==> src/rtl/clock_alarm_timer_if.sv <==
// Signal bundle for clock_alarm_timer.
//   iclk_sec     : 1 Hz square wave, asynchronous to the system clock
//   ikey[3:0]    : active-low keys ([3] mode, [2] hour+, [1] min+, [0] alarm enable/stop)
//   ohour/omin/osec        : current time, packed BCD
//   oalarm_hour/oalarm_min : alarm setting, packed BCD
//   omode        : 0 = RUN, 1 = SET_TIME, 2 = SET_ALARM
//   oalarm_en    : alarm armed
//   oring        : alarm ringing
//   okey_count   : accepted key presses, packed BCD 00..99
// The slave modport is the clock block; the master modport is whatever drives
// the keys and the seconds wave and watches the displays.
interface clock_alarm_timer_if;
  logic       iclk_sec;
  logic [3:0] ikey;
  logic [7:0] ohour;
  logic [7:0] omin;
  logic [7:0] osec;
  logic [7:0] oalarm_hour;
  logic [7:0] oalarm_min;
  logic [1:0] omode;
  logic       oalarm_en;
  logic       oring;
  logic [7:0] okey_count;

  modport slave (
    input  iclk_sec, ikey,
    output ohour, omin, osec, oalarm_hour, oalarm_min,
    output omode, oalarm_en, oring, okey_count
  );

  modport master (
    output iclk_sec, ikey,
    input  ohour, omin, osec, oalarm_hour, oalarm_min,
    input  omode, oalarm_en, oring, okey_count
  );
endinterface

==> src/rtl/clock_alarm_timer.sv <==
// Digital clock with settable time, one daily alarm and a key-press counter.
// Ports:
//   iclk   : system clock, the only clock used inside
//   irst_n : asynchronous active-low reset
//   bus    : clock_alarm_timer_if.slave (seconds wave and keys in, displays out)
// The seconds wave and every key are resynchronised through 3 flops; a falling
// edge seen between the two oldest stages becomes a single-cycle event.
module clock_alarm_timer #(
  parameter int HOURS      = 24,
  parameter int ALARM_SECS = 30
) (
  input  logic                 iclk,
  input  logic                 irst_n,
  clock_alarm_timer_if.slave   bus
);

  typedef enum logic [1:0] {
    MODE_RUN       = 2'd0,
    MODE_SET_TIME  = 2'd1,
    MODE_SET_ALARM = 2'd2
  } mode_e;

  localparam logic [7:0] HOUR_MAX = 8'(HOURS - 1);
  localparam logic [7:0] RING_LEN = 8'(ALARM_SECS);

  logic [2:0]      sec_sync_q;
  logic [3:0][2:0] key_sync_q;
  logic            sec_ev;
  logic [3:0]      key_ev;

  mode_e      mode_q, mode_d;
  logic [7:0] hour_q, hour_d, min_q, min_d, sec_q, sec_d;
  logic [7:0] alarm_hour_q, alarm_hour_d, alarm_min_q, alarm_min_d;
  logic       alarm_en_q, alarm_en_d;
  logic       ring_q, ring_d;
  logic [7:0] ring_cnt_q, ring_cnt_d;
  logic [7:0] key_cnt_q, key_cnt_d;
  logic       key_accepted;

  function automatic logic [7:0] inc_wrap(input logic [7:0] v, input logic [7:0] vmax);
    return (v == vmax) ? 8'd0 : 8'(v + 8'd1);
  endfunction

  // Values never exceed 99, so tens fit in the upper nibble without overflow.
  function automatic logic [7:0] to_bcd(input logic [7:0] v);
    return ((v / 8'd10) << 4) | (v % 8'd10);
  endfunction

  assign sec_ev = sec_sync_q[2] & ~sec_sync_q[1];

  always_comb begin
    for (int i = 0; i < 4; i++) begin
      key_ev[i] = key_sync_q[i][2] & ~key_sync_q[i][1];
    end
  end

  always_comb begin
    mode_d       = mode_q;
    hour_d       = hour_q;
    min_d        = min_q;
    sec_d        = sec_q;
    alarm_hour_d = alarm_hour_q;
    alarm_min_d  = alarm_min_q;
    alarm_en_d   = alarm_en_q;
    ring_d       = ring_q;
    ring_cnt_d   = ring_cnt_q;
    key_cnt_d    = key_cnt_q;
    key_accepted = 1'b0;

    // Time keeps running while the alarm is being edited; only SET_TIME freezes it.
    if (sec_ev && mode_q != MODE_SET_TIME) begin
      if (sec_q == 8'd59) begin
        sec_d = 8'd0;
        if (min_q == 8'd59) begin
          min_d  = 8'd0;
          hour_d = inc_wrap(hour_q, HOUR_MAX);
        end else begin
          min_d = 8'(min_q + 8'd1);
        end
      end else begin
        sec_d = 8'(sec_q + 8'd1);
      end
    end

    if (sec_ev && ring_q) begin
      if (ring_cnt_q <= 8'd1) ring_d = 1'b0;
      else                    ring_cnt_d = 8'(ring_cnt_q - 8'd1);
    end

    // A tick landing on hh:mm:00 of the alarm starts the ring; a mode or stop
    // key in the same cycle would cancel it at once, so it is not started.
    if (sec_ev && mode_q == MODE_RUN && alarm_en_q && !key_ev[3] && !key_ev[0] &&
        sec_q == 8'd59 && min_d == alarm_min_q && hour_d == alarm_hour_q) begin
      ring_d     = 1'b1;
      ring_cnt_d = RING_LEN;
    end

    case (mode_q)
      MODE_RUN: begin
        if (key_ev[0]) begin
          key_accepted = 1'b1;
          if (ring_q) ring_d     = 1'b0;
          else        alarm_en_d = ~alarm_en_q;
        end
      end
      MODE_SET_TIME: begin
        if (key_ev[2]) begin
          hour_d       = inc_wrap(hour_q, HOUR_MAX);
          key_accepted = 1'b1;
        end
        if (key_ev[1]) begin
          min_d        = inc_wrap(min_q, 8'd59);
          key_accepted = 1'b1;
        end
      end
      MODE_SET_ALARM: begin
        if (key_ev[2]) begin
          alarm_hour_d = inc_wrap(alarm_hour_q, HOUR_MAX);
          key_accepted = 1'b1;
        end
        if (key_ev[1]) begin
          alarm_min_d  = inc_wrap(alarm_min_q, 8'd59);
          key_accepted = 1'b1;
        end
      end
      default: ;
    endcase

    // Mode step is applied last so entry into SET_TIME overrides the tick's seconds
    // while keeping any minute/hour carry that tick produced.
    if (key_ev[3]) begin
      key_accepted = 1'b1;
      ring_d       = 1'b0;
      case (mode_q)
        MODE_RUN: begin
          mode_d = MODE_SET_TIME;
          sec_d  = 8'd0;
        end
        MODE_SET_TIME:  mode_d = MODE_SET_ALARM;
        default:        mode_d = MODE_RUN;
      endcase
    end

    if (!alarm_en_d) ring_d = 1'b0;

    if (key_accepted) key_cnt_d = (key_cnt_q == 8'd99) ? 8'd0 : 8'(key_cnt_q + 8'd1);
  end

  always_ff @(posedge iclk or negedge irst_n) begin
    if (!irst_n) begin
      sec_sync_q   <= '1;
      key_sync_q   <= '1;
      mode_q       <= MODE_RUN;
      hour_q       <= '0;
      min_q        <= '0;
      sec_q        <= '0;
      alarm_hour_q <= '0;
      alarm_min_q  <= '0;
      alarm_en_q   <= 1'b0;
      ring_q       <= 1'b0;
      ring_cnt_q   <= '0;
      key_cnt_q    <= '0;
    end else begin
      sec_sync_q <= {sec_sync_q[1:0], bus.iclk_sec};
      for (int i = 0; i < 4; i++) begin
        key_sync_q[i] <= {key_sync_q[i][1:0], bus.ikey[i]};
      end
      mode_q       <= mode_d;
      hour_q       <= hour_d;
      min_q        <= min_d;
      sec_q        <= sec_d;
      alarm_hour_q <= alarm_hour_d;
      alarm_min_q  <= alarm_min_d;
      alarm_en_q   <= alarm_en_d;
      ring_q       <= ring_d;
      ring_cnt_q   <= ring_cnt_d;
      key_cnt_q    <= key_cnt_d;
    end
  end

  assign bus.ohour       = to_bcd(hour_q);
  assign bus.omin        = to_bcd(min_q);
  assign bus.osec        = to_bcd(sec_q);
  assign bus.oalarm_hour = to_bcd(alarm_hour_q);
  assign bus.oalarm_min  = to_bcd(alarm_min_q);
  assign bus.omode       = mode_q;
  assign bus.oalarm_en   = alarm_en_q;
  assign bus.oring       = ring_q;
  assign bus.okey_count  = to_bcd(key_cnt_q);

endmodule

==> src/flat_wrapper.sv <==
// flat-port wrapper written by rule: the top's interface ports become plain ports
module clock_alarm_timer_flat 
#(
  parameter int HOURS      = 24,
  parameter int ALARM_SECS = 30
)
  (iclk, irst_n, bus_iclk_sec, bus_ikey, bus_ohour, bus_omin, bus_osec, bus_oalarm_hour, bus_oalarm_min, bus_omode, bus_oalarm_en, bus_oring, bus_okey_count);
  clock_alarm_timer_if bus_i ();
  input  logic iclk;
  input  logic irst_n;
  input wire logic [$bits(bus_i.iclk_sec)-1:0] bus_iclk_sec;
  input wire logic [$bits(bus_i.ikey)-1:0] bus_ikey;
  output wire logic [$bits(bus_i.ohour)-1:0] bus_ohour;
  output wire logic [$bits(bus_i.omin)-1:0] bus_omin;
  output wire logic [$bits(bus_i.osec)-1:0] bus_osec;
  output wire logic [$bits(bus_i.oalarm_hour)-1:0] bus_oalarm_hour;
  output wire logic [$bits(bus_i.oalarm_min)-1:0] bus_oalarm_min;
  output wire logic [$bits(bus_i.omode)-1:0] bus_omode;
  output wire logic [$bits(bus_i.oalarm_en)-1:0] bus_oalarm_en;
  output wire logic [$bits(bus_i.oring)-1:0] bus_oring;
  output wire logic [$bits(bus_i.okey_count)-1:0] bus_okey_count;
  assign bus_i.iclk_sec = bus_iclk_sec;
  assign bus_i.ikey = bus_ikey;
  assign bus_ohour = bus_i.ohour;
  assign bus_omin = bus_i.omin;
  assign bus_osec = bus_i.osec;
  assign bus_oalarm_hour = bus_i.oalarm_hour;
  assign bus_oalarm_min = bus_i.oalarm_min;
  assign bus_omode = bus_i.omode;
  assign bus_oalarm_en = bus_i.oalarm_en;
  assign bus_oring = bus_i.oring;
  assign bus_okey_count = bus_i.okey_count;
  clock_alarm_timer #(.HOURS(HOURS), .ALARM_SECS(ALARM_SECS)) u_core (.iclk(iclk), .irst_n(irst_n), .bus(bus_i));
endmodule
==> config.mk <==
export PLATFORM = sky130hd
export DESIGN_NAME = clock_alarm_timer_flat
export DESIGN_NICKNAME = d
export VERILOG_FILES = /design/src/rtl/clock_alarm_timer_if.sv /design/src/rtl/clock_alarm_timer.sv /design/src/flat_wrapper.sv
export SDC_FILE = /design/constraint.sdc
export NUM_CORES = 1
export LEC_CHECK = 0
export ABC_CLOCK_PERIOD_IN_PS = 7500
export CORE_MARGIN = 10
export CORE_UTILIZATION = 54
export CTS_BUF_LIST = sky130_fd_sc_hd__clkbuf_8
export DETAILED_ROUTE_END_ITERATION = 8
export GPL_TIMING_DRIVEN = 0
export HOLD_SLACK_MARGIN = 0.15
export PLACE_DENSITY = 0.75
export SLEW_MARGIN = 40
export SYNTH_ARGS = -nofsm -noshare
export SYNTH_HDL_FRONTEND = slang
export SYNTH_SLANG_ARGS = --single-unit
==> constraint.sdc <==
create_clock -name iclk -period 7.5 [get_ports iclk]
set_input_delay 2.25 -clock iclk [delete_from_list [all_inputs] [get_ports iclk]]
set_output_delay 2.25 -clock iclk [all_outputs]
set_load 0.01 [all_outputs]
# [Word level (Yosys, flattened, before mapping)]
# Index checks and enable logic that the tools add are counted.
[totals] input_bits=7 reg_bits=75 elab_cells=119
[op_classes] div=12 eq_ne=12 reduce_logical=17 muxes=38 n_bitwise=17 magnitude_cmp=1 add_sub_neg=7
[op_table] op="8-bit two-way mux" n=21
[op_table] op="8-bit by 1-bit adder with 8-bit output, second input constant" n=6
[op_table] op="8-bit by 4-bit divider with 8-bit output, second input constant" n=6
[op_table] op="8-bit by 4-bit remainder unit with 8-bit output, second input constant" n=6
[op_table] op="8-bit OR" n=6
[op_table] op="8-bit by 6-bit equality test with 1-bit output, second input constant" n=3
[op_table] op="8-bit by 5-bit equality test with 1-bit output, second input constant" n=2
[op_table] op="8-bit equality test" n=2
[op_table] op="1-bit two-way mux" n=15
[op_table] op="1-bit logical AND" n=9
[op_table] op="8-bit by 7-bit equality test with 1-bit output, second input constant" n=1
[op_table] op="8-bit by 1-bit <= comparator with 1-bit output, second input constant" n=1
[op_table] op="8-bit by 1-bit subtractor with 8-bit output, second input constant" n=1
[op_table] op="1-bit NOT" n=6
[op_table] op="2-bit AND reduction" n=3
[op_table] op="1-bit bitwise AND" n=5
[op_table] op="2-bit case mux with 2 select lines" n=1
[op_table] op="2-bit by 1-bit equality test with 1-bit output, second input constant" n=1
[op_table] op="2-bit equality test, second input constant" n=1
[op_table] op="1-bit logical NOT" n=2
[op_table] op="2-bit logical NOT" n=1
[op_table] op="2-bit by 1-bit != test with 1-bit output, second input constant" n=1
[op_table] op="2-bit != test, second input constant" n=1
[op_table] op="1-bit case mux with 2 select lines" n=1
[op_table] op="2 further kinds" n=2

# [Logic depth before layout (Yosys ltp)]
[depth] ltp_word=15 ltp_mapped=13

# [Least setup slack after synthesis]
# OpenSTA, ideal clock, no wires.
[synth_timing] path_kind="flip-flop to output port" from="register u_core.sec_q[6]" to="output bus_osec[2]" t_arrival_ns=3.216 stages_incl_launch_ff=11 setup_slack_ns=2.034 path_cell_list="dfrtp_1 > buf_2 > inv_1 > ha_1 > a22o_1 > a211oi_1 > nor3_1 > or4_1 > nor2_1 > o221ai_1 > a32oi_1"
[synth_between] elab_chain_len=2
[synth_rtl] element="start: declaration" line_no="clock_alarm_timer.sv:32" rtl="logic [7:0] hour_q, hour_d, min_q, min_d, sec_q, sec_d;"
[synth_rtl] element="start signal: assignment" line_no="clock_alarm_timer.sv:156" rtl="sec_q <= '0;"
[synth_rtl] element="start signal: assignment" line_no="clock_alarm_timer.sv:171" rtl="sec_q <= sec_d;"
[synth_rtl] element="8-bit by 4-bit remainder unit with 8-bit output" line_no="clock_alarm_timer.sv:46" rtl="return ((v / 8'd10) << 4) | (v % 8'd10);"
[synth_rtl] element="8-bit OR" line_no="clock_alarm_timer.sv:46"
[synth_rtl] element="end: declaration" line_no="flat_wrapper.sv:15" rtl="output wire logic [$bits(bus_i.osec)-1:0] bus_osec;"
# No other way between the ends.

# [Worst setup path in the final report]
[layout_timing] from="register u_core.sec_q[6]" to="output bus_osec[1]"
# The elaborated chain is that of the path after synthesis.

==> results.toml <==
[logic_synthesis]
synthAdderAreaFrac_pct = 6.86
async_flop_share_pct = 100
synth.mux.area_fraction_pct = 3.43
synth_area_um2 = 7410
syn_inst = 958
synth_compound_area_share_pct = 23.7
synth_top_family_by_area = "simple AND/OR/NAND/NOR gates"
yosysWarnings = 0
yosysUniqueCellTypes = 81
yosys_register_bits = 75
yosysSeqAreaShare_pct = 25.6
synth-edff-count = 0
synth-simple-area-share_pct = 25.5
syn_avg_cell_area_um2 = 7.73
synth-main-ff-cell = "dfrtp_1"
synth-xor-area-share_pct = 8.39
syn_nets = 1004

[clock_network]
root_buffer = "clkbuf_8"
cts_inserted_buffers = 9
post_cts_buffers = 0
ctsResizeCount = 0
htreeDepth = 3
cts.clk_slew.worst_paths_ps = 80
clockBufferDepth = 2
cts.sinks = 75
clock_latency_ps = 360
cts_tree = "done"
cts_hold_buf = 0

[floorplanning]
die_w_um = 137
core-area_um2 = 13300
rows = 42
die_y_um = 137
io_pins = 59
initial_core_util_pct = 55.5
die_area_um2 = 18800

[sta]
setup_ws_ps = 767
relSlewSlack_pct = 51.0
timing.final.crit_share_pct = 89.8
fmax_mhz = 149
hold_ws_ps = 359
setup-violations-final = 0
finalHoldViolCount = 0
min_period_ps = 6730
fin_worst_skew_ps = 8.99
rsz0062_at_grt = "false"
slew_viol_final = 0
tightest_slew_ps = 731
tns_ps = 0

[routing]
detail_route.wl_per_cell_um = 15.1
ant_nets = 0
wl_um = 18200
firstDrtPassIters = 5
drt-initial-drc-count = 560
vias = 7134
drc_errors = 0
vias_per_cell = 5.90

[worst_hold_path]
whs_path_depth = 0
hold_end = "u_core.key_sync_q[7]"
min_path_type = "register to register"
hp-start = "u_core.key_sync_q[6]"

[worst_setup_path]
worst-path-buf-inv = 3
crit_path_cell_trace = "buf_2, inv_1, ha_1, a22o_1, a211oi_1, nor3_1, or4_1, nor2_1, o221ai_1, xnor2_1, clkdlybuf4s50_1"
rr_worst_depth = 12
r2r_slack_ps = 3900
worstPathArrival_ps = 4480
cp_top_family = "compound AO/OA/AOI/OAI gates"
r2r_end = "u_core.bus.oring"
cp-start-kind = "register"
critPathKind = "register to output pin"
cp-end-kind = "output pin"
critPathMaxFanout = 10
max_stage_delay_ps = 640
r2r_start = "u_core.bus.omode[1]"
crit_path_top_delay_cell = "a211oi_1"
required_ps = 5250

[power_and_ir_drop]
ir_drop_mv = 0.532
p_leak_nw = 3.48
power_density_nw_per_um2 = 283

[cells_and_area]
antenna_cells = 0
mostFrequentLayoutCell = "nor2_1"
fill_cells = 1249
layout_common_cells = "nor2_1 (92), nand2_1 (76), o21ai_0 (65)"
drive_above_1_share_pct = 7.16
nNetsFinal = 1074
instances_no_fill = 1209
multi_input_area_um2 = 5020
synthToLayoutAreaGrowth_pct = 13.9
seqCellArea_um2 = 1900

[global_route]
antenna_found_initial = 0
grt_pass1_wl_um = 30500
grt_max_degree = 51
grt_usage_pct = 19.0
grt_pass1_vias = 6415
grt.overflow.total = 0

[placement]
hpwl_um = 13700
dp_slack_ps = 1170
io_buffers = 58
place_inst = 1193
gp_congestion = 0.901

[run]
maxCapViolations = 0

[outcome]
outcome = "finished, final reports clean"
## kinds of logic (layout without fill, tap and decap cells)
| group | Yosys count | in the layout |
|---|---|---|
| buf+inv | 119 | 194 |
| compound gates | 264 | 264 |
| xor+xnor | 71 | 71 |
| simple gates | 364 | 364 |
| mux | 24 | 24 |
| fa+ha+maj | 41 | 41 |
| flops | 75 | 75 |
## area by class of cell
cell class	instances	area share, %
Buffer	73	3.75
Sequential cell	75	22.5
Inverter	46	2.05
Timing Repair Buffer	59	7.22
Multi-Input combinational cell	764	59.5
Clock inverter	6	0.771
Tap cell	176	2.61
Clock buffer	10	1.63
## synthesized netlist by cell type (all sizes together), types with 5 or more instances
library cell  count  share of area (%)
nor2             92                4.7
nand2            77                4.0
o21ai            68                4.6
dfrtp            60                 20
clkbuf           51                2.6
xnor2            51                6.0
a21oi            50                3.4
inv              46                2.3
ha               39                6.6
nor2b            33                2.8
nand3            29                2.0
nand2b           26                2.2
nor3             24                1.6
buf              22                1.7
xor2             20                2.4
a31oi            17                1.4
dfstp            15                5.3
and3             14                1.2
a211oi           13                1.4
mux2i            13                1.8
o22ai            12                1.0
mux2             11                1.7
nand4            11               0.93
o21a             10                1.0
and2              9               0.76
nor4              9               0.76
o221ai            8               0.95
o31ai             8               0.81
nor3b             7               0.71
a2111oi           6               0.71
a21o              6               0.61
nand3b            6               0.61
o211ai            6               0.61
a22oi             5               0.51
a41oi             5               0.59
or3               5               0.49
or4               5               0.51
## worst register-to-register path, stage by stage, from the launching register on
cell	delay, ps
dfrtp_1	420
inv_1	110
ha_1	270
and4bb_1	420
nand3_2	190
clkbuf_1	300
o31a_1	360
a31oi_1	200
xor2_1	190
nand4_1	110
or4_1	530
buf_2	210
a211oi_2	220
## worst max path at each step
| stage | start | to | slack [ps] | cells past startpoint |
|---|---|---|---|---|
| 2_1_floorplan | u_core.sec_q[6] | bus_osec[2] | 2030 | 10 |
| 3_3_place_gp | u_core.sec_q[6] | bus_osec[2] | 1210 | 11 |
| 3_5_place_dp | u_core.sec_q[6] | bus_osec[1] | 1170 | 11 |
| 4_1_cts | u_core.sec_q[6] | bus_osec[1] | 760 | 11 |
| 5_1_grt | u_core.sec_q[6] | bus_osec[1] | 400 | 11 |
| 6_report | u_core.sec_q[6] | bus_osec[1] | 770 | 11 |
## flip-flops by register name, summed over array words and instances (netlist names), 8 cells and up
name and cells:
u_core.key_cnt_q 8, u_core.alarm_hour_q 8, u_core.key_sync_q 12, u_core.ring_cnt_q 8, u_core.hour_q 8, u_core.min_q 8, u_core.alarm_min_q 8, u_core.sec_q 8
## per-stage QoR
stage                     power (mW)  instance area, µm²  utilization (%)
after global placement          2.04                8210             61.5
after CTS                       2.40                8440             63.2
after global routing            2.59                8440             63.2
after detailed placement        2.07                8240             61.7
final                           2.39                8440             63.2
after floorplan                 1.52                7410                -
## metal layers
layer	vias to the layer above	routed length (µm)	track usage (%)
met3	23	1110	4.00
met5	-	0	0
li1	3569	-	-
met1	3338	8660	26.2
met2	204	8170	29.5
met4	0	280	5.27
## report_power, final
| part | leakage [nW] | total [mW] | switching, mW | internal, mW |
|---|---|---|---|---|
| logic | 2.41 | 1.51 | 0.800 | 0.712 |
| clock network | 0.108 | 0.321 | 0.158 | 0.163 |
| registers | 0.958 | 0.558 | 0.0824 | 0.476 |
| total | 3.48 | 2.39 | 1.04 | 1.35 |
Note: power is estimated with default switching activity, not from simulation.
